$ cat src/rtl/dt_stream_dispatcher.sv
// Packet dispatcher: parses a one-word header, then forwards payload lines to one
// cluster or broadcasts them to all. Unsupported packets are drained and counted.
module dt_stream_dispatcher #(
    parameter int DATA_BUS_WIDTH   = 128,
    parameter int NUM_CLUSTERS     = 8,
    parameter int CLUSTER_BITS     = 3,
    parameter int PACKET_SIZE_BITS = 8
) (
    input  logic                        clk,
    input  logic                        rst,
    input  logic [DATA_BUS_WIDTH-1:0]   in_data,
    input  logic                        in_valid,
    output logic                        in_ready,
    output logic [DATA_BUS_WIDTH-1:0]   out_data,
    output logic [NUM_CLUSTERS-1:0]     out_valid,
    input  logic [NUM_CLUSTERS-1:0]     out_ready,
    output logic                        out_last,
    output logic                        out_is_data,
    output logic                        out_prog_mode,
    output logic                        drop_pulse,
    output logic [15:0]                 drop_count,
    output logic [31:0]                 pkt_count
);

    typedef enum logic [1:0] {
        ST_HEADER,
        ST_PAYLOAD,
        ST_DROP
    } state_t;

    state_t r_state;
    state_t w_nextState;

    logic [PACKET_SIZE_BITS-1:0] r_remCount;
    logic                        r_isData;
    logic                        r_progMode;
    logic                        r_bcast;
    logic [CLUSTER_BITS-1:0]     r_destIdx;

    logic [DATA_BUS_WIDTH-1:0]   r_outData;
    logic [NUM_CLUSTERS-1:0]     r_outValid;
    logic                        r_outLast;
    logic                        r_outIsData;
    logic                        r_outProgMode;
    logic                        r_dropPulse;
    logic [15:0]                 r_dropCount;
    logic [31:0]                 r_pktCount;

    logic [15:0]                 w_type;
    logic [PACKET_SIZE_BITS-1:0] w_len;
    logic [7:0]                  w_dest;
    logic                        w_typeOk;
    logic                        w_bcast;
    logic                        w_destOk;
    logic                        w_supported;
    logic                        w_outConsumed;
    logic                        w_inReady;
    logic                        w_inFire;
    logic                        w_hdrFire;
    logic                        w_lineFire;
    logic                        w_dropFire;
    logic                        w_lastLine;
    logic [NUM_CLUSTERS-1:0]     w_destMask;

    assign w_type      = in_data[15:0];
    assign w_len       = in_data[16 +: PACKET_SIZE_BITS];
    assign w_dest      = in_data[31:24];
    assign w_typeOk    = (w_type == 16'd1) || (w_type == 16'd2) || (w_type == 16'd3);
    assign w_bcast     = (w_dest == 8'hFF);
    assign w_destOk    = w_bcast || ({1'b0, w_dest} < 9'(NUM_CLUSTERS));
    assign w_supported = w_typeOk && w_destOk;

    // A line leaves the output register only when every targeted cluster is ready.
    assign w_outConsumed = ((r_outValid & ~out_ready) == '0);
    assign w_inReady     = !rst && ((r_state == ST_DROP) || w_outConsumed);
    assign in_ready      = w_inReady;
    assign w_inFire      = in_valid && w_inReady;
    assign w_hdrFire     = w_inFire && (r_state == ST_HEADER);
    assign w_lineFire    = w_inFire && (r_state == ST_PAYLOAD);
    assign w_dropFire    = w_inFire && (r_state == ST_DROP);
    assign w_lastLine    = (r_remCount == PACKET_SIZE_BITS'(1));

    always_comb begin
        w_destMask = '0;
        for (int i = 0; i < NUM_CLUSTERS; i++) begin
            w_destMask[i] = r_bcast || (r_destIdx == CLUSTER_BITS'(i));
        end
    end

    always_ff @(posedge clk) begin
        if (rst) begin
            r_state <= ST_HEADER;
        end else begin
            r_state <= w_nextState;
        end
    end

    always_comb begin
        w_nextState = r_state;
        case (r_state)
            ST_HEADER: begin
                if (w_hdrFire && (w_len != '0)) begin
                    w_nextState = w_supported ? ST_PAYLOAD : ST_DROP;
                end
            end
            ST_PAYLOAD: begin
                if (w_lineFire && w_lastLine) begin
                    w_nextState = ST_HEADER;
                end
            end
            ST_DROP: begin
                if (w_dropFire && w_lastLine) begin
                    w_nextState = ST_HEADER;
                end
            end
            default: w_nextState = ST_HEADER;
        endcase
    end

    always_ff @(posedge clk) begin
        if (rst) begin
            r_remCount    <= '0;
            r_isData      <= 1'b0;
            r_progMode    <= 1'b0;
            r_bcast       <= 1'b0;
            r_destIdx     <= '0;
            r_outData     <= '0;
            r_outValid    <= '0;
            r_outLast     <= 1'b0;
            r_outIsData   <= 1'b0;
            r_outProgMode <= 1'b0;
            r_dropPulse   <= 1'b0;
            r_dropCount   <= '0;
            r_pktCount    <= '0;
        end else begin
            r_dropPulse <= 1'b0;

            if (w_hdrFire) begin
                r_remCount <= w_len;
                r_isData   <= (w_type == 16'd1);
                r_progMode <= (w_type == 16'd2);
                r_bcast    <= w_bcast;
                r_destIdx  <= w_dest[CLUSTER_BITS-1:0];
                if (!w_supported) begin
                    r_dropPulse <= 1'b1;
                    if (r_dropCount != 16'hFFFF) begin
                        r_dropCount <= r_dropCount + 16'd1;
                    end
                end else if (w_len == '0) begin
                    r_pktCount <= r_pktCount + 32'd1;
                end
            end

            if (w_lineFire || w_dropFire) begin
                r_remCount <= r_remCount - PACKET_SIZE_BITS'(1);
            end

            if (w_lineFire && w_lastLine) begin
                r_pktCount <= r_pktCount + 32'd1;
            end

            // A new line may replace the one being consumed in the same cycle.
            if (w_lineFire) begin
                r_outData     <= in_data;
                r_outValid    <= w_destMask;
                r_outLast     <= w_lastLine;
                r_outIsData   <= r_isData;
                r_outProgMode <= r_progMode;
            end else if (w_outConsumed) begin
                r_outValid <= '0;
            end
        end
    end

    assign out_data      = r_outData;
    assign out_valid     = r_outValid;
    assign out_last      = r_outLast;
    assign out_is_data   = r_outIsData;
    assign out_prog_mode = r_outProgMode;
    assign drop_pulse    = r_dropPulse;
    assign drop_count    = r_dropCount;
    assign pkt_count     = r_pktCount;

endmodule

$ cat config.mk
export PLATFORM = sky130hd
export DESIGN_NAME = dt_stream_dispatcher
export DESIGN_NICKNAME = d
export VERILOG_FILES = /design/src/rtl/dt_stream_dispatcher.sv
export SDC_FILE = /design/constraint.sdc
export NUM_CORES = 1
export LEC_CHECK = 0
export CAP_MARGIN = 20
export CORE_AREA = 5 5 151 153
export CTS_CLUSTER_SIZE = 16
export DETAILED_ROUTE_END_ITERATION = 6
export DIE_AREA = 0 0 156 158
export GPL_TIMING_DRIVEN = 0
export PLACE_DENSITY = 0.88
export RECOVER_POWER = 100
export SKIP_LAST_GASP = 1
export SLEW_MARGIN = 20
export SYNTH_ARGS = -nofsm -noshare
export SYNTH_HDL_FRONTEND = slang
export SYNTH_SLANG_ARGS = --single-unit
$ cat constraint.sdc
create_clock -name clk -period 2.9 [get_ports clk]
set_clock_uncertainty 0.2 [all_clocks]
set_input_delay 0.725 -clock clk [delete_from_list [all_inputs] [get_ports clk]]
set_output_delay 0.725 -clock clk [all_outputs]
set_load 0.005 [all_outputs]
==> reports/metrics.cfg <==
[worst_setup_path]
start_kind = primary input
critPathKind = primary input to flip-flop
worst_setup_path_end_kind = flip-flop
crit_family = simple AND/OR/NAND/NOR gates
cpPeakStageDelay_ns = 0.52
crit_buf_inv = 3
worst-path-max-fanout = 4
cp_slowest_cell = or4_1
arrival_ns = 3.13
cp_cell_sequence = clkdlybuf4s50_1, nor4_1, nand2_1, nor4_4, a32oi_4, buf_6, buf_4, or4_1, a21oi_2
crit_required_ns = 3.13

[routing]
drt_iter0_markers = 579
route.detailed.wl_per_inst_um = 18.5
vias = 9256
drc = 0
via_per_inst = 5.37
dr.pass1.iters = 5
routed_wl_mm = 31.9
final_antenna_net_count = 0

[global_routing]
grt.total_usage = 0.239
grt_pass1_vias = 9054
overflow = 0
grt_max_degree = 15
grt_first_pass_wirelength_mm = 47.7
grt_util_met3 = 0.0555
top_usage_layer = met2
antenna_found_initial = 0
grtUsageMet1 = 0.288
grt_util_met2 = 0.412

[die]
initial_core_util = 0.392
rows = 54
die_area_sq_um = 24600
io_pins = 328
die_y_um = 158
die_width_um = 156
fp.coreArea_sq_um = 21400

[clocking]
cts.sink_count = 204
cts_buffer_depth = 3
clock_latency_ns = 0.50
clk_pin_slew_ns = 0.06
root_buffer = clkbuf_16
htree_levels = 1
cts_buffers = 23
ctsHoldBuffers = 0
cts_tree = yes

[sta]
relSlewSlack = 0.445
finalCritPeriodShare = 1.00
max_freq_mhz = 344
worst_pin_slew_ns = 0.833
post-route-min-period_ns = 2.91
fin_ws_ns = -0.00531
slew_violations = 0
finalHoldViolCount = 0
setup_viol = 1

[synth]
synthArstFlopShare = 0
yosysTopAreaCellShare = 0.486
seq_area_frac_synth = 0.486
ys_seq_elements = 204
postSynthCellCount = 1060
yosys_most_used_dff = dfxtp_1
syn_area_sq_um = 8400
synth.largest_area_cell = dfxtp_1
synth_area_leaders = dfxtp_1 (49%), nand2_1 (14%), a21oi_1 (12%)
yosys_warnings = 0
synth_area_per_cell_sq_um = 7.92
synth_edf_count = 0
syn_nets = 1203
yosys.cell_types.count = 59

[finish]
utilization = 0.616
fin_nets = 1571
antenna_cells = 0
drive_gt1_frac = 0.0789
area_growth_pct = 57.1
layout_commonest_cell = nand2_1
fin_area_sq_um = 13200
layout_common_cells = nand2_1 (308), dfxtp_1 (204), a21oi_1 (193), dlygate4sd3_1 (188), clkdlybuf4s50_1 (117)

[flow_run]
cap_violations = 0

[status]
status = complete, but fails checks
violations = setup timing

[placement]
hpwl_mm = 22.8
place_area_sq_um = 12000
port_buffers = 326
place_congestion = 0.906

[pwr]
p_leak_uw = 0.00514
ir_drop_mv = 0.374
power.density_nw_per_um2 = 481

[hold_path]
hp-class = flip-flop to flip-flop

[synthesized netlist by cell type, drive strengths merged (2+ instances only)]
| master | count |
|---|---|
| nand2 | 309 |
| nand4b | 2 |
| a22oi | 4 |
| or4b | 2 |
| o22ai | 2 |
| a211oi | 3 |
| nand2b | 9 |
| dfxtp | 204 |
| o2111a | 2 |
| o31ai | 19 |
| clkbuf | 58 |
| nor2 | 27 |
| ha | 4 |
| a31oi | 6 |
| and4 | 7 |
| nor2b | 5 |
| inv | 13 |
| and3 | 10 |
| nor4b | 2 |
| or3 | 31 |
| buf | 13 |
| nand4 | 12 |
| o311ai | 2 |
| nand3 | 25 |
| nor4 | 7 |
| nor3b | 3 |
| a21boi | 2 |
| and2 | 5 |
| xor2 | 3 |
| a21oi | 196 |
| or4 | 16 |
| o211ai | 4 |
| o21ai | 35 |
| nor3 | 6 |
[final timing paths]
path,from,to,slack [ns],cells past startpoint
max reg2reg,r_state[1]$_SDFFE_PP0P_,pkt_count[4]$_SDFFE_PP0P_,0.09,6
min reg2reg,out_data[23]$_SDFFE_PP0P_,out_data[23]$_SDFFE_PP0P_,0.25,2
min,out_data[23]$_SDFFE_PP0P_,out_data[23]$_SDFFE_PP0P_,0.25,2
max,in_data[16],pkt_count[25]$_SDFFE_PP0P_,-0.005,9
[state kept, by name (all words and copies together), names as in the netlist, 2 cells and up]
register and cells:
out_data 128, pkt_count 32, drop_count 16, out_valid 8
r_remCount 8, r_destIdx 3, r_state 2
[worst min-delay path, cell delays in order (launching register included)]
cell and delay, ns:
dfxtp_1 0.30, nand2_1 0.05, a21oi_1 0.05
[area by class of cell]
cell class,count,area [sq um]
fill,1775,8220
multi-input combinational,772,4140
sequential,204,4080
timing repair buffer,343,3440
clock buffer,32,679
tap,280,350
buffer,71,325
clock inverter,9,130
inverter,13,48.8
[where the power goes]
group / total (uW) / switching (uW) / internal [uW]
clock network: 3110 / 1200 / 1900
logic: 411 / 188 / 224
registers: 2830 / 14.2 / 2820
[layer usage]
metal / part of all wire / up-vias
met5: 0 / -
met2: 0.50 / 360
met3: 0.074 / 98
met1: 0.39 / 4377
met4: 0.038 / 0
li1: - / 4421
[timing repair]
action,4_1_cts,5_1_grt
setup buffers,9,7
gates resized for setup,29,47
pin swaps,9,14
endpoints found under the setup margin,172,142
gates cloned,1,0
hold endpoints to repair,0,0
[stage by stage]
| step | total power (uW) | cells | hold slack (ns) | setup TNS [ns] | setup slack [ns] |
|---|---|---|---|---|---|
| finish | 6350 | 1724 | 0.250 | -0.00531 | -0.00531 |
| global route | 6550 | 1724 | 0.269 | -0.0576 | -0.0255 |
| CTS | 6380 | 1717 | 0.255 | -1.37 | -0.150 |
| detailed placement | 3280 | 1666 | 0.247 | -138.57 | -1.07 |
| global placement | 3280 | 1666 | 0.241 | -136.23 | -1.04 |
| floorplan | 3020 | 1060 | 0.232 | 0 | 0.110 |
[logic make-up after synthesis]
family | share of synthesized area
XOR/XNOR | 0.00313
flip-flops | 0.486
buffers and inverters | 0.0414
AO/OA/AOI/OAI | 0.191
AND/OR/NAND/NOR | 0.271
adder cells (fa/ha/maj) | 0.00596
multiplexers | 0.00119
Note: power is estimated with default switching activity, not from simulation.
